==> src/rtl/fifo_sp_384x32_ctrl.sv <==
// Streaming FIFO controller over a single-port SRAM: reads take priority on the
// port, and a 3-entry output queue absorbs the 1-cycle SRAM read latency.
module fifo_sp_384x32_ctrl #(
  parameter int DEPTH  = 384,
  parameter int ADR_WD = 9,
  parameter int DAT_WD = 32
) (
  input  logic              clk,
  input  logic              rst,
  input  logic              flush_i,
  input  logic              wr_vld_i,
  input  logic [DAT_WD-1:0] wr_dat_i,
  output logic              wr_rdy_o,
  output logic              rd_vld_o,
  output logic [DAT_WD-1:0] rd_dat_o,
  input  logic              rd_rdy_i,
  output logic [8:0]        cnt_o,
  output logic [ADR_WD-1:0] ram_adr_o,
  output logic              ram_wr_ena_o,
  output logic [DAT_WD-1:0] ram_wr_dat_o,
  output logic              ram_rd_ena_o,
  input  logic [DAT_WD-1:0] ram_rd_dat_i
);
  localparam int OQ_N = 3;
  localparam int CW   = $clog2(DEPTH + 1);

  logic [ADR_WD-1:0]           wr_ptr, rd_ptr;
  logic [CW-1:0]               ram_cnt;
  logic                        inflt;
  logic [1:0]                  oq_cnt;
  logic [OQ_N-1:0][DAT_WD-1:0] oq, oq_nxt;
  logic                        rd_issue, wr_acc, pop;
  logic [1:0]                  app_idx;

  function automatic logic [ADR_WD-1:0] ptr_inc(input logic [ADR_WD-1:0] p);
    return (p == ADR_WD'(DEPTH - 1)) ? '0 : p + 1'b1;
  endfunction

  // Issue depends only on registered state, so it never waits on the consumer.
  assign rd_issue = (ram_cnt != '0) && ((3'(oq_cnt) + 3'(inflt)) < 3'd3) && !flush_i && !rst;
  assign wr_rdy_o = (ram_cnt < CW'(DEPTH)) && !rd_issue && !flush_i && !rst;
  assign wr_acc   = wr_vld_i && wr_rdy_o;

  assign rd_vld_o = (oq_cnt != 2'd0);
  assign rd_dat_o = oq[0];
  assign pop      = rd_vld_o && rd_rdy_i && !flush_i && !rst;

  assign ram_rd_ena_o = rd_issue;
  assign ram_wr_ena_o = wr_acc;
  assign ram_wr_dat_o = wr_dat_i;
  assign ram_adr_o    = rst ? '0 : (rd_issue ? rd_ptr : wr_ptr);

  // Head lives in oq[0]; returning data lands just behind the last survivor.
  assign app_idx = oq_cnt - 2'(pop);

  always_comb begin
    oq_nxt = oq;
    if (pop) begin
      for (int i = 0; i < OQ_N - 1; i++) oq_nxt[i] = oq[i+1];
    end
    if (inflt) begin
      for (int i = 0; i < OQ_N; i++) begin
        if (2'(i) == app_idx) oq_nxt[i] = ram_rd_dat_i;
      end
    end
  end

  always_ff @(posedge clk) begin
    if (rst || flush_i) begin
      wr_ptr  <= '0;
      rd_ptr  <= '0;
      ram_cnt <= '0;
      inflt   <= 1'b0;
      oq_cnt  <= 2'd0;
      oq      <= '0;
      cnt_o   <= 9'd0;
    end else begin
      if (wr_acc) begin
        wr_ptr  <= ptr_inc(wr_ptr);
        ram_cnt <= ram_cnt + CW'(1);
      end
      if (rd_issue) begin
        rd_ptr  <= ptr_inc(rd_ptr);
        ram_cnt <= ram_cnt - CW'(1);
      end
      inflt  <= rd_issue;
      oq_cnt <= oq_cnt + 2'(inflt) - 2'(pop);
      oq     <= oq_nxt;
      // Total occupancy only moves on the external handshakes.
      cnt_o  <= cnt_o + 9'(wr_acc) - 9'(pop);
    end
  end
endmodule

==> config.mk <==
export PLATFORM = sky130hd
export DESIGN_NAME = fifo_sp_384x32_ctrl
export DESIGN_NICKNAME = d
export VERILOG_FILES = /design/src/rtl/fifo_sp_384x32_ctrl.sv
export SDC_FILE = /design/constraint.sdc
export NUM_CORES = 1
export LEC_CHECK = 0
export ABC_AREA = 0
export CELL_PAD_IN_SITES_DETAIL_PLACEMENT = 1
export CELL_PAD_IN_SITES_GLOBAL_PLACEMENT = 1
export CORE_ASPECT_RATIO = 0.5
export CORE_MARGIN = 8
export CORE_UTILIZATION = 40
export DETAILED_ROUTE_END_ITERATION = 8
export PLACE_DENSITY_LB_ADDON = 0.2
export RECOVER_POWER = 50
export SYNTH_ARGS = -nofsm -noshare
export SYNTH_HDL_FRONTEND = slang
export SYNTH_SLANG_ARGS = --single-unit
==> constraint.sdc <==
create_clock -name clk -period 5.3 [get_ports clk]
set_input_delay 0.53 -clock clk [delete_from_list [all_inputs] [get_ports clk]]
set_output_delay 0.53 -clock clk [all_outputs]
set_load 0.01 [all_outputs]
## Word-level counts from Yosys, hierarchy flattened

Cells that the tools add are included.

| storage, ports and cells | value |
|---|---|
| flip-flop bits (word level) | 135 |
| input port bits | 69 |
| output and inout bits | 86 |

| operators by class | value |
|---|---|
| add/sub/neg operators | 10 |
| magnitude comparators | 2 |
| eq/ne operators | 4 |
| muxes and demuxes | 10 |
| reductions and logical operators | 19 |

Operators by type and width:

| operator | number |
|---|---|
| two-way mux 64 bit | 2 |
| two-way mux 32 bit | 2 |
| two-way mux 9 bit | 6 |
| adder 9 x 1 -> 9 bit (second input constant) | 3 |
| == test 9 bit (second input constant) | 2 |
| logical AND 1 bit | 10 |
| adder 9 x 1 -> 9 bit | 1 |
| < comparator 9 bit (second input constant) | 1 |
| nonzero test 9 bit | 1 |
| subtractor 9 x 1 -> 9 bit | 1 |
| subtractor 9 x 1 -> 9 bit (second input constant) | 1 |
| nonzero test 2 bit | 2 |
| subtractor 2 x 1 -> 2 bit | 2 |
| adder 2 x 1 -> 3 bit | 1 |
| logical NOT 1 bit | 3 |
| < comparator 3 x 2 -> 1 bit (second input constant) | 1 |
| adder 2 x 1 -> 2 bit | 1 |
| == test 1 x 2 -> 1 bit (first input constant) | 1 |
| == test 2 bit (first input constant) | 1 |
| logical NOT 2 bit | 1 |
| AND reduction 2 bit | 1 |
| logical OR 1 bit | 1 |

## Depth between registers and ports, before layout

| logic depth | value |
|---|---|
| depth in word-level cells | 12 |
| gate-level depth with buffers | 14 |

## Worst setup path after synthesis

Ideal clock, no wire load.

| path | value |
|---|---|
| kind | register -> register |
| start | register inflt |
| end | register ram_cnt[6] |
| library setup time | 70 ps |
| arrival time | 3617 ps |
| setup slack | 1612 ps |
| stages on the path, launching flop included | 14 |
| period minus slack after synthesis | 3688 ps |
| path through | dfxtp_1 ha_1 ha_1 a2111oi_2 o31ai_4 inv_2 buf_6 clkbuf_1 ha_1 nor2b_1 o31a_1 o31a_1 or4_1 a21oi_1 |

| between the ends | value |
|---|---|
| word-level cells in the longest chain between the ends | 11 |
| elaborated cells on any way between the ends | 12 |

RTL lines:

| what | RTL line | RTL |
|---|---|---|
| from (decl) | 29 | `logic inflt;` |
| from (signal assigned) | 86 | `inflt <= rd_issue;` |
| adder 2 x 1 -> 3 bit * | 40 | `assign rd_issue = (ram_cnt != '0) && ((3'(oq_cnt) + 3'(inflt)) < 3'd3) && !flush_i && !rst;` |
| < comparator 3 x 2 -> 1 bit * | 40 |  |
| logical AND 1 bit * (3 in a row) | 40 |  |
| net ram_rd_ena_o | 21 | `output logic ram_rd_ena_o,` |
| logical NOT 1 bit | 41 | `assign wr_rdy_o = (ram_cnt < CW'(DEPTH)) && !rd_issue && !flush_i && !rst;` |
| logical AND 1 bit (3 in a row) | 41 |  |
| logical AND 1 bit | 42 | `assign wr_acc = wr_vld_i && wr_rdy_o;` |
| nonzero test 2 bit (no source line) | -- |  |
| to (signal assigned) | 80 | `ram_cnt <= ram_cnt + CW'(1);` |
| to (signal assigned) | 84 | `ram_cnt <= ram_cnt - CW'(1);` |
| to (decl) | 28 | `logic [CW-1:0] ram_cnt;` |

Mark *: on every way through the listed nets, which the timed path passes. The rest lies on a longest branch.
A chain may end at the register's enable or synchronous reset.

## Worst setup path after layout

| path | value |
|---|---|
| start | register inflt |
| end | output ram_adr_o[7] |

| between the ends | value |
|---|---|
| word-level cells in the longest chain between the ends | 7 |

RTL lines:

| what | RTL line | RTL |
|---|---|---|
| adder 2 x 1 -> 3 bit | 40 |  |
| < comparator 3 x 2 -> 1 bit | 40 |  |
| logical AND 1 bit (3 in a row) | 40 |  |
| two-way mux 9 bit (2 in a row) | 51 | `assign ram_adr_o = rst ? '0 : (rd_issue ? rd_ptr : wr_ptr);` |
| to (decl) | 18 | `output logic [ADR_WD-1:0] ram_adr_o,` |

No other way between the ends.

==> reports/qor.csv <==
stage;metric;value;unit
routing;route.final.wire_length;18000;um
sta;hold_viol;0;
sta;fin_setup_tns;0;ns
synth;synth_fa_ha_area_frac;0.0463;
power_and_ir_drop;p_leak;2.81;nW
sta;worst_pin_slew;2.12;ns
setup_path;criticalPathCategory;flip-flop to primary output;
synth;synth-seq-area-share;0.397;
clock_tree;htreeDepth;4;
clock_tree;cts_root_buffer;clkbuf_16;
synth;synth_top_family_by_area;simple AND/OR/NAND/NOR gates;
synth;muxShareOfSynthArea;0.103;
synth;synth_area;6810;um2
layout;fin_area;7920;um2
routing;wl_per_cell;17.3;um
hold_path;hold_class;flip-flop to flip-flop;
sta;max_freq;231;MHz
sta;rsz0062_at_grt;no;
global_route;grt_overflow;0;
setup_path;critical_path.endpoint_type;primary output;
run;drv_cap;1;
sta;min_period_over_period;0.815;
floorplan;fp.dieH;108;um
layout;n_antenna_cell;0;
sta;drv_slew;33;
global_route;antenna_found_initial;0;
hold_path;whs_path_depth;2;
setup_path;arrival;3.79;ns
setup_path;cp.required;4.77;ns
synth;synth_area_per_cell;8.54;um2
sta;finalCriticalPeriod;4.32;ns
synth;synth_async_sr_flop_share;0;
layout;syn2layout_area_growth;16.3;%
place;dpl_cell_area;7380;um2
layout;drive_gt1_frac;0.0554;
sta;slew_headroom;-0.413;
routing;dr.first_iter.drc_count;178;
floorplan;io_pins;155;
clock_tree;cts_hold_buf;0;
place;dp_cells;1007;
layout;fin_nets;892;
layout;mostFrequentLayoutCells;dfxtp_1, nand2_1, nor2_1, a211oi_1, mux2i_1;
run_status;status;finished with violations;
clock_tree;clk_latency;0.42;ns
clock_tree;cts_buffers;17;
synth;syn_nets;890;
layout;stdcell_count;1039;
global_route;grt_pass1_vias;5973;
setup_path;rr_worst_depth;14;
floorplan;coreArea;16500;um2
clock_tree;cts_resized;0;
layout;layout_commonest_cell;dfxtp_1;
place;portBuffers;90;
power_and_ir_drop;max-vdd-ir-drop;217;uV
clock_tree;clock_sink_count;135;
floorplan;dieWidth;201;um
synth;ys_seq_elements;135;
sta;final.setup_skew;0.00702;ns
routing;drc_errors;0;
global_route;grt_max_degree;88;
sta;setup_viol;0;
place;dpl.hpwl;11400;um
clock_tree;cts.path.max_buffers;2;
clock_tree;clk_pin_slew;0.06;ns
synth;synthSimpleGateAreaFrac;0.165;
synth;synthXorXnorAreaFrac;0.0167;
clock_tree;postCtsSetupBuffers;0;
synth;synthCells;797;
synth;synth_edf_count;0;
floorplan;start_util;0.412;
routing;via_per_inst;5.31;
clock_tree;cts_tree;yes;
floorplan;die_area;21700;um2
floorplan;rows;33;
place;gp_congestion;0.796;
global_route;grt_usage;0.167;
run_status;violations;capacitance limit, slew limit;
synth;synth-compound-area-share;0.162;
synth;ys_types;47;
power_and_ir_drop;power.density;296;nW/um2
setup_path;path_max_fanout;28;
routing;dr.pass1.iters;4;
routing;antenna_left;0;
synth;yosysWarnings;0;
global_route;grt_pass1_wl;30100;um
routing;vias;5516;
setup_path;worst_setup_path_start_kind;flip-flop;
synth;yosys_most_used_dff;dfxtp_1;
through the flow:
step	utilization	setup slack, ns	hold WS, ns	power [mW]
CTS	0.481	1.11	0.457	2.38
global route	0.480	0.717	0.477	2.44
detailed placement	0.447	1.13	0.449	1.22
global placement	0.447	1.28	0.442	1.21
finish	0.480	0.980	0.455	2.34
floorplan	-	1.61	0.436	1.17
area by class of cell:
type	instances	area, um2
repair buffers	96	946
multi-input cells	531	3360
clock inverters	13	123
inverters	18	67.6
flip-flops and latches	135	2700
well taps	227	284
clock buffers	19	443
fillers	1916	8590
cells in the mapped netlist, drive strengths merged, types with 3 or more instances:
library cell	number	area (um2)
or4	3	22.5
nand2	109	409
xor2	5	43.8
inv	18	67.6
nor2	86	325
o21a	4	30.0
clkbuf	37	139
mux2i	70	701
nand3	5	25.0
and2	5	31.3
o21ai	11	55.1
a21oi	62	310
ha	22	275
nand4	6	37.5
a31oi	4	25.0
dfxtp	135	2700
a211oi	72	541
or2	4	25.0
or3	10	62.6
a21o	7	52.6
nor3	5	25.0
nor4	4	25.0
and3	7	43.8
xnor2	8	70.1
buf	76	543
nor2b	4	25.0
sequential cells by signal, indices dropped and copies added, names as in the netlist:
signal	flops
oq	64
rd_dat_o	32
oq_cnt	2
rd_ptr	9
ram_cnt	9
inflt	1
cnt_o	9
wr_ptr	9
worst paths after layout:
path / slack (ns) / to / startpoint
max: 0.98 / ram_adr_o[7] / inflt$_SDFF_PP0_
max reg2reg: 1.08 / cnt_o[8]$_SDFF_PP0_ / inflt$_SDFF_PP0_
min reg2reg: 0.46 / oq[92]$_SDFFE_PP0P_ / oq[92]$_SDFFE_PP0P_
min: 0.46 / oq[92]$_SDFFE_PP0P_ / oq[92]$_SDFFE_PP0P_
critical path, stage by stage, from the launching register on:
cell and delay [ns]:
dfxtp_1 0.37, ha_1 0.22, ha_1 0.29, a2111oi_0 0.70, o31ai_4 0.38, inv_2 0.48, nand2_1 0.13, a21oi_1 0.21
clkdlybuf4s50_1 0.58
routing by layer:
| layer | GRT usage | up-vias | part of all wire |
|---|---|---|---|
| met5 | 0 | - | 0 |
| met4 | 0.0507 | 0 | 0.013 |
| met3 | 0.0474 | 20 | 0.039 |
| met2 | 0.290 | 92 | 0.47 |
| met1 | 0.202 | 2681 | 0.48 |
| li1 | - | 2723 | - |
kinds of logic after synthesis:
| family | after synthesis |
|---|---|
| simple gates | 255 |
| flops | 135 |
| mux | 70 |
| compound gates | 169 |
| buf+inv | 131 |
| fa+ha+maj | 24 |
| xor+xnor | 13 |
power breakdown:
group | switching [mW] | total (mW) | internal [mW]
sequential | 0.00858 | 1.03 | 1.03
clock | 0.489 | 1.15 | 0.662
combinational | 0.0899 | 0.156 | 0.0662
No activity file was read; power rests on OpenSTA's default activity.
